===== config.mk =====
export PLATFORM = sky130hd
export DESIGN_NAME = i2s_adc_receiver
export DESIGN_NICKNAME = d
export VERILOG_FILES = /design/src/rtl/i2s_adc_receiver.sv
export SDC_FILE = /design/constraint.sdc
export NUM_CORES = 1
export LEC_CHECK = 0
export BUFFER_PORTS_ARGS = -buffer_cell sky130_fd_sc_hd__buf_2
export CORE_MARGIN = 2
export CORE_UTILIZATION = 35
export CTS_BUF_LIST = sky130_fd_sc_hd__clkbuf_4 sky130_fd_sc_hd__clkbuf_8
export CTS_CLUSTER_DIAMETER = 100
export DETAILED_ROUTE_END_ITERATION = 8
export REMOVE_ABC_BUFFERS = 1
export SKIP_LAST_GASP = 1
export SYNTH_ARGS = -nofsm -noshare
export SYNTH_HDL_FRONTEND = slang
export SYNTH_SLANG_ARGS = --single-unit

===== constraint.sdc =====
create_clock -name clk -period 1.45 [get_ports clk]
set_input_delay 0.0725 -clock clk [delete_from_list [all_inputs] [get_ports clk]]
set_output_delay 0.0725 -clock clk [all_outputs]
set_load 0.02 [all_outputs]

===== src/rtl/i2s_adc_receiver.sv =====
// I2S ADC receiver: synchronizes bclk/lrclk/dout, captures left-justified words, pairs left/right.
// out_stb rises 3 clk after the pair-closing bclk rise is sampled; a pair formed while un-acked is dropped (sticky overrun).
module i2s_adc_receiver #(
    parameter int SAMPLE_BITS = 24,
    parameter int SCLK_HALF   = 3
) (
    input  logic                   clk,
    input  logic                   rst,
    input  logic                   bclk_in,
    input  logic                   lrclk_in,
    input  logic                   dout_in,
    output logic                   sclk_out,
    output logic [SAMPLE_BITS-1:0] left_out,
    output logic [SAMPLE_BITS-1:0] right_out,
    output logic                   out_stb,
    input  logic                   out_ack,
    output logic                   overrun_out
);

    localparam int CW = $clog2(SAMPLE_BITS + 1);
    localparam int DW = $clog2(SCLK_HALF + 1);
    localparam logic [CW-1:0]          CNT_FULL = CW'(SAMPLE_BITS);
    localparam logic [DW-1:0]          DIV_LAST = DW'(SCLK_HALF - 1);
    localparam logic [SAMPLE_BITS-1:0] MSB_MASK = {1'b1, {(SAMPLE_BITS-1){1'b0}}};

    logic [2:0]             bclk_q;
    logic [1:0]             lr_q;
    logic [1:0]             dout_q;
    logic [DW-1:0]          div_q, div_d;
    logic                   sclk_q, sclk_d;
    logic [CW-1:0]          cnt_q, cnt_d;
    logic [SAMPLE_BITS-1:0] word_q, word_d;
    logic                   lr_prev_q, lr_prev_d;
    logic                   armed_q, armed_d;
    logic                   cls_vld_q, cls_vld_d;
    logic                   cls_right_q, cls_right_d;
    logic [SAMPLE_BITS-1:0] cls_word_q, cls_word_d;
    logic [SAMPLE_BITS-1:0] left_hold_q, left_hold_d;
    logic                   left_valid_q, left_valid_d;
    logic [SAMPLE_BITS-1:0] left_q, left_d;
    logic [SAMPLE_BITS-1:0] right_q, right_d;
    logic                   stb_q, stb_d;
    logic                   ovr_q, ovr_d;

    logic                   bclk_rise;
    logic                   pair_form;
    logic [SAMPLE_BITS-1:0] bit_mask;
    logic [SAMPLE_BITS-1:0] word_cap;

    always_comb begin
        bclk_rise    = bclk_q[1] & ~bclk_q[2];
        div_d        = div_q + 1'b1;
        sclk_d       = sclk_q;
        if (div_q == DIV_LAST) begin
            div_d  = '0;
            sclk_d = ~sclk_q;
        end

        // Mask is zero once the word is full, so extra bits fall away naturally.
        bit_mask     = MSB_MASK >> cnt_q;
        word_cap     = dout_q[1] ? (word_q | bit_mask) : word_q;
        cnt_d        = cnt_q;
        word_d       = word_q;
        lr_prev_d    = lr_prev_q;
        armed_d      = armed_q;
        cls_vld_d    = 1'b0;
        cls_right_d  = cls_right_q;
        cls_word_d   = cls_word_q;
        if (bclk_rise) begin
            if (cnt_q != CNT_FULL) begin
                word_d = word_cap;
                cnt_d  = cnt_q + 1'b1;
            end
            if (lr_q[1] != lr_prev_q) begin
                cls_vld_d   = armed_q;
                cls_right_d = lr_prev_q;
                cls_word_d  = word_cap;
                cnt_d       = '0;
                word_d      = '0;
                lr_prev_d   = lr_q[1];
                armed_d     = 1'b1;
            end
        end

        pair_form    = cls_vld_q & cls_right_q & left_valid_q;
        left_hold_d  = left_hold_q;
        left_valid_d = left_valid_q;
        if (cls_vld_q && !cls_right_q) begin
            left_hold_d  = cls_word_q;
            left_valid_d = 1'b1;
        end
        if (pair_form) begin
            left_valid_d = 1'b0;
        end

        left_d       = left_q;
        right_d      = right_q;
        stb_d        = stb_q;
        ovr_d        = ovr_q;
        if (pair_form) begin
            if (!stb_q || out_ack) begin
                left_d  = left_hold_q;
                right_d = cls_word_q;
                stb_d   = 1'b1;
            end else begin
                ovr_d   = 1'b1;
            end
        end else if (stb_q && out_ack) begin
            stb_d = 1'b0;
        end
    end

    always_ff @(posedge clk) begin
        if (rst) begin
            bclk_q       <= '0;
            lr_q         <= '0;
            dout_q       <= '0;
            div_q        <= '0;
            sclk_q       <= 1'b0;
            cnt_q        <= '0;
            word_q       <= '0;
            lr_prev_q    <= 1'b0;
            armed_q      <= 1'b0;
            cls_vld_q    <= 1'b0;
            cls_right_q  <= 1'b0;
            cls_word_q   <= '0;
            left_hold_q  <= '0;
            left_valid_q <= 1'b0;
            left_q       <= '0;
            right_q      <= '0;
            stb_q        <= 1'b0;
            ovr_q        <= 1'b0;
        end else begin
            bclk_q       <= {bclk_q[1:0], bclk_in};
            lr_q         <= {lr_q[0], lrclk_in};
            dout_q       <= {dout_q[0], dout_in};
            div_q        <= div_d;
            sclk_q       <= sclk_d;
            cnt_q        <= cnt_d;
            word_q       <= word_d;
            lr_prev_q    <= lr_prev_d;
            armed_q      <= armed_d;
            cls_vld_q    <= cls_vld_d;
            cls_right_q  <= cls_right_d;
            cls_word_q   <= cls_word_d;
            left_hold_q  <= left_hold_d;
            left_valid_q <= left_valid_d;
            left_q       <= left_d;
            right_q      <= right_d;
            stb_q        <= stb_d;
            ovr_q        <= ovr_d;
        end
    end

    assign sclk_out    = sclk_q;
    assign left_out    = left_q;
    assign right_out   = right_q;
    assign out_stb     = stb_q;
    assign overrun_out = ovr_q;

endmodule


Word level (Yosys, flattened, before mapping). Index checks and enable logic that the tools add are counted.

Bits in registers: 142. Bits of input ports: 6. Output and inout bits: 51. Word-level logic and storage cells: 57.

Add/subtract/negate cells: 2. Eq/ne operators: 4. Shifts and indexed selects: 1. Mux-type cells: 8. Bitwise gates (word level): 9. Reductions and logical operators: 15.

Operators with widths (count): $mux 24 (3); $or 24x24->24 (1); $shr 24x5->24 const A (1); $mux 5 (2); $reduce_and 2->1 (5); $add 5x1->5 const B (1); $ne 5x5->1 const B (1); $not 1->1 (5); $reduce_bool 2->1 (2); $reduce_or 2->1 (2); $and 1x1->1 (3); $mux 1 (3); $reduce_or 3->1 (1); $add 2x1->2 const B (1); $eq 2x2->1 const B (1); $logic_and 1x1->1 (2); $logic_not 1->1 (2); $ne 2x1->1 const B (1); $logic_or 1x1->1 (1); $ne 1x1->1 (1).

Depth between registers and ports, before layout.
Depth in word-level cells: 5. Depth in mapped cells: 6. Mapped depth without buffers: 5.

Worst setup path after synthesis. OpenSTA, ideal clock, no wires.

Path kind: register -> register. From: reg stb_q, in the netlist out_stb. To: reg left_q[10], in the netlist left_out[10]. Library setup time: 70 ps. Data arrival time: 1311 ps. Slack: 68 ps. Cell stages (with the launch flop): 6. Clock period less this slack: 1382 ps. Cells stage by stage: dfxtp_1 nor2b_1 clkbuf_2 clkbuf_1 o21ai_0 a21oi_1.

Cells in the longest elaborated chain, start to end: 3.

RTL lines: start: declaration (line 42) `logic stb_q, stb_d;`; start signal: assignment (line 150) `stb_q <= stb_d;`; $logic_not 1->1 (line 101) `if (!stb_q || out_ack) begin`; $logic_or 1x1->1 (line 101); $reduce_and 2->1 (no source line); end signal: assignment (line 148) `left_q <= left_d;`; end: declaration (line 40) `logic [SAMPLE_BITS-1:0] left_q, left_d;`.

No other way between the ends. A chain may end at the register's enable or synchronous reset.

Worst setup path in the final report.
From: reg cnt_q[0]. To: reg cnt_q[1].

Cells in the longest elaborated chain, start to end: 3. Elaborated cells between the ends (all ways): 6.

RTL lines: start: declaration (line 31) `logic [CW-1:0] cnt_q, cnt_d;`; start signal: assignment (line 139) `cnt_q <= cnt_d;`; $add 5x1->5 or $ne 5x5->1 (tied branches) (line 72, 70); $mux 5 or $reduce_bool 2->1 (tied branches); $mux 5 or $reduce_and 2->1 (tied branches).

Several ways; a longest one is shown, not always the timed one. The select of a mux whose other input is x is not followed.

==> results.ini <==
[finish]
fin_nets = 682
nFillCells = 1540
diodes = 0
final_common_cell = dfxtp_1
finalInstanceArea_sq_um = 6460
mostFrequentLayoutCells = dfxtp_1, a21oi_1, buf_2
final_cells = 891
drive_above_1_share = 0.224
area_growth_pct = 17.7

[critical_path]
slowest_delay_ns = 0.34
critPathLaunchType = flop
worst-setup-path-type = flop to flop
path_delay_family = compound AO/OA/AOI/OAI gates
required_ns = 1.80
arrival_ns = 1.76
cp_cell_sequence = inv_1 -> ha_2 -> nand4b_1 -> o21a_1 -> o32ai_2
cp.buffers_inverters = 1
slowest_stage = dfxtp_2
worstPathMaxFanout = 5
end_kind = flop
reg2reg_slack_ns = 0.04

[sta]
fmax_mhz = 711
tightest_slew_ns = 0.390
maxSlewHeadroom = 0.740
rsz0062_at_grt = true
layout_setup_ws_ns = 0.0431
slew_viol_final = 0
fin_crit_sh = 0.970
fin_tns_setup_ns = 0
skew_ns = 0.0120
period_minus_slack_ns = 1.41
setup-violations-final = 0
hold_violations = 0

[place]
io_buffers = 56
placed_area_sq_um = 6040
gp_congestion = 0.870
dp_slack_ns = 0.0141
post-place-cells = 857
post-dp-hpwl_mm = 8.76

[synth]
ys.flop_type = dfxtp_1
async_flop_share = 0
synth_seq_cells = 142
syn-instance-count = 621
ys_types = 41
yosys_warnings = 0
yosysSeqAreaShare = 0.518
synth_edf_count = 0
syn-cell-area_sq_um = 5490
syn_avg_cell_area_sq_um = 8.84

[drt]
vias_per_cell = 5.10
first_pass_iters = 7
wl_per_cell_um = 15.0
routed_wl_mm = 13.3
route.detailed.drc = 0
vias = 4543
ant_nets = 0
drt-initial-drc-count = 266

[die]
pin_count = 57
coreArea_sq_um = 15300
die_width_um = 129
die_h_um = 129
rows = 45
initial_utilization = 0.360
dieArea_sq_um = 16700

[grt]
grt_first_pass_wirelength_mm = 22.1
grt_max_degree = 50
gr-total-overflow = 0
antenna_found_initial = 0
grt_pass1_vias = 4343
grt.total_usage = 0.167

[clock_network]
cts_made_buffers = 17
clk_latency_ns = 0.45
htree_levels = 4
root_buffer = clkbuf_8
clockBufferDepth = 2
cts_tree = built
clkSlewWorstSetupHoldPaths_ns = 0.07
cts_sinks = 142

[pwr]
leakagePower_nw = 2.29
finalPower_mw = 7.11
p_seq_frac = 0.558
ir_drop_uv = 507
p_sw_mw = 1.61
pwr-share-comb = 0.037
swShare = 0.227
power_density_nw_per_um2 = 1100
pwr-share-clk = 0.405
power.internal_mw = 5.50

[run_status]
status = finished clean

[run]
drv_cap = 0

[hold_path]
worst_hold_path_type = primary input to flop

[timing repair]
action | 4_1_cts | 5_1_grt
setup endpoints to repair | 1 | 19
hold buffers | 3 | 0
pin swaps | 0 | 2
gates cloned | 0 | 0
endpoints found under the hold margin | 3 | 0
gates resized for setup | 1 | 8
buffers inserted | 0 | 1
[worst paths after layout]
kind                  from        to  depth (start not counted)
hold / removal         rst   armed_q                          2
setup reg to reg  cnt_q[0]  cnt_q[1]                          5
hold reg to reg   div_q[0]  div_q[0]                          1
setup / recovery  cnt_q[0]  cnt_q[1]                          5
[synthesized netlist by cell type (all sizes together), types with 2 or more instances]
cell type	number	area, sq um
nand2	53	199
nor2b	13	81.3
a211oi	25	278
a31oi	24	150
nand3b	3	22.5
or3	3	18.8
dfxtp	142	2840
nor3b	2	20.0
and3b	3	26.3
and2	3	18.8
inv	5	18.8
buf	22	166
ha	7	87.6
nand2b	3	18.8
nor3	2	10.0
nand3	49	245
xnor2	2	17.5
nor2	30	118
a21oi	127	636
clkbuf	40	154
o21ai	51	255
[cell families (layout without fill, tap and decap cells)]
group                      after synthesis  after routing  share of synthesized area
AOI/OAI and AO/OA                      232            232                      0.248
xor gates and xnor gates                 3              3                    0.00616
buffers and inverters                   67            126                     0.0618
and+or+nand+nor                        170            170                      0.151
DFF                                    142            142                      0.518
adders and majority gates                7              7                     0.0160
[metal layers]
layer / vias to the layer above / wire, um / track usage / share of wire
met5: - / 0 / 0 / 0
met4: 0 / 223 / 0.0652 / 0.017
met1: 2152 / 6360 / 0.222 / 0.48
met2: 88 / 6140 / 0.262 / 0.46
met3: 21 / 594 / 0.0413 / 0.045
li1: 2282 / - / - / -
[stage by stage]
| step | util | hold slack, ns |
|---|---|---|
| 6_report | 0.423 | 0.0400 |
| 5_1_grt | 0.423 | 0.0552 |
| 4_1_cts | 0.421 | 0.0120 |
| 3_5_place_dp | 0.396 | 0.288 |
| 3_3_place_gp | 0.396 | 0.282 |
| 2_1_floorplan | - | 0.137 |
[sequential cells by signal (all words and copies together) (netlist names)]
name	count
left_valid_q	1
sclk_out	1
out_stb	1
cls_right_q	1
cnt_q	5
left_hold_q	24
bclk_q	3
cls_word_q	24
dout_q	2
div_q	2
cls_vld_q	1
word_q	24
right_out	24
left_out	24
lr_prev_q	1
lr_q	2
armed_q	1
overrun_out	1
[power by group through the flow]
stage	clock, mW	combinational (mW)	sequential (mW)
2_1_floorplan	0	0.108	4.05
3_3_place_gp	0	0.253	4.05
3_5_place_dp	0	0.259	4.05
4_1_cts	2.97	0.265	3.96
5_1_grt	3.13	0.298	3.97
6_report	2.88	0.265	3.96
[final cells by class]
cell class              instances  area, sq um  share of cell area
clock buffers                  22          284              0.0440
clock inverters                 8         67.6              0.0105
inverters                       5         18.8             0.00291
multi-input cells             412         2330               0.361
flip-flops and latches        142         2850               0.441
well taps                     211          264              0.0409
repair buffers                 91          641              0.0992
No activity file was read; power rests on OpenSTA's default activity.
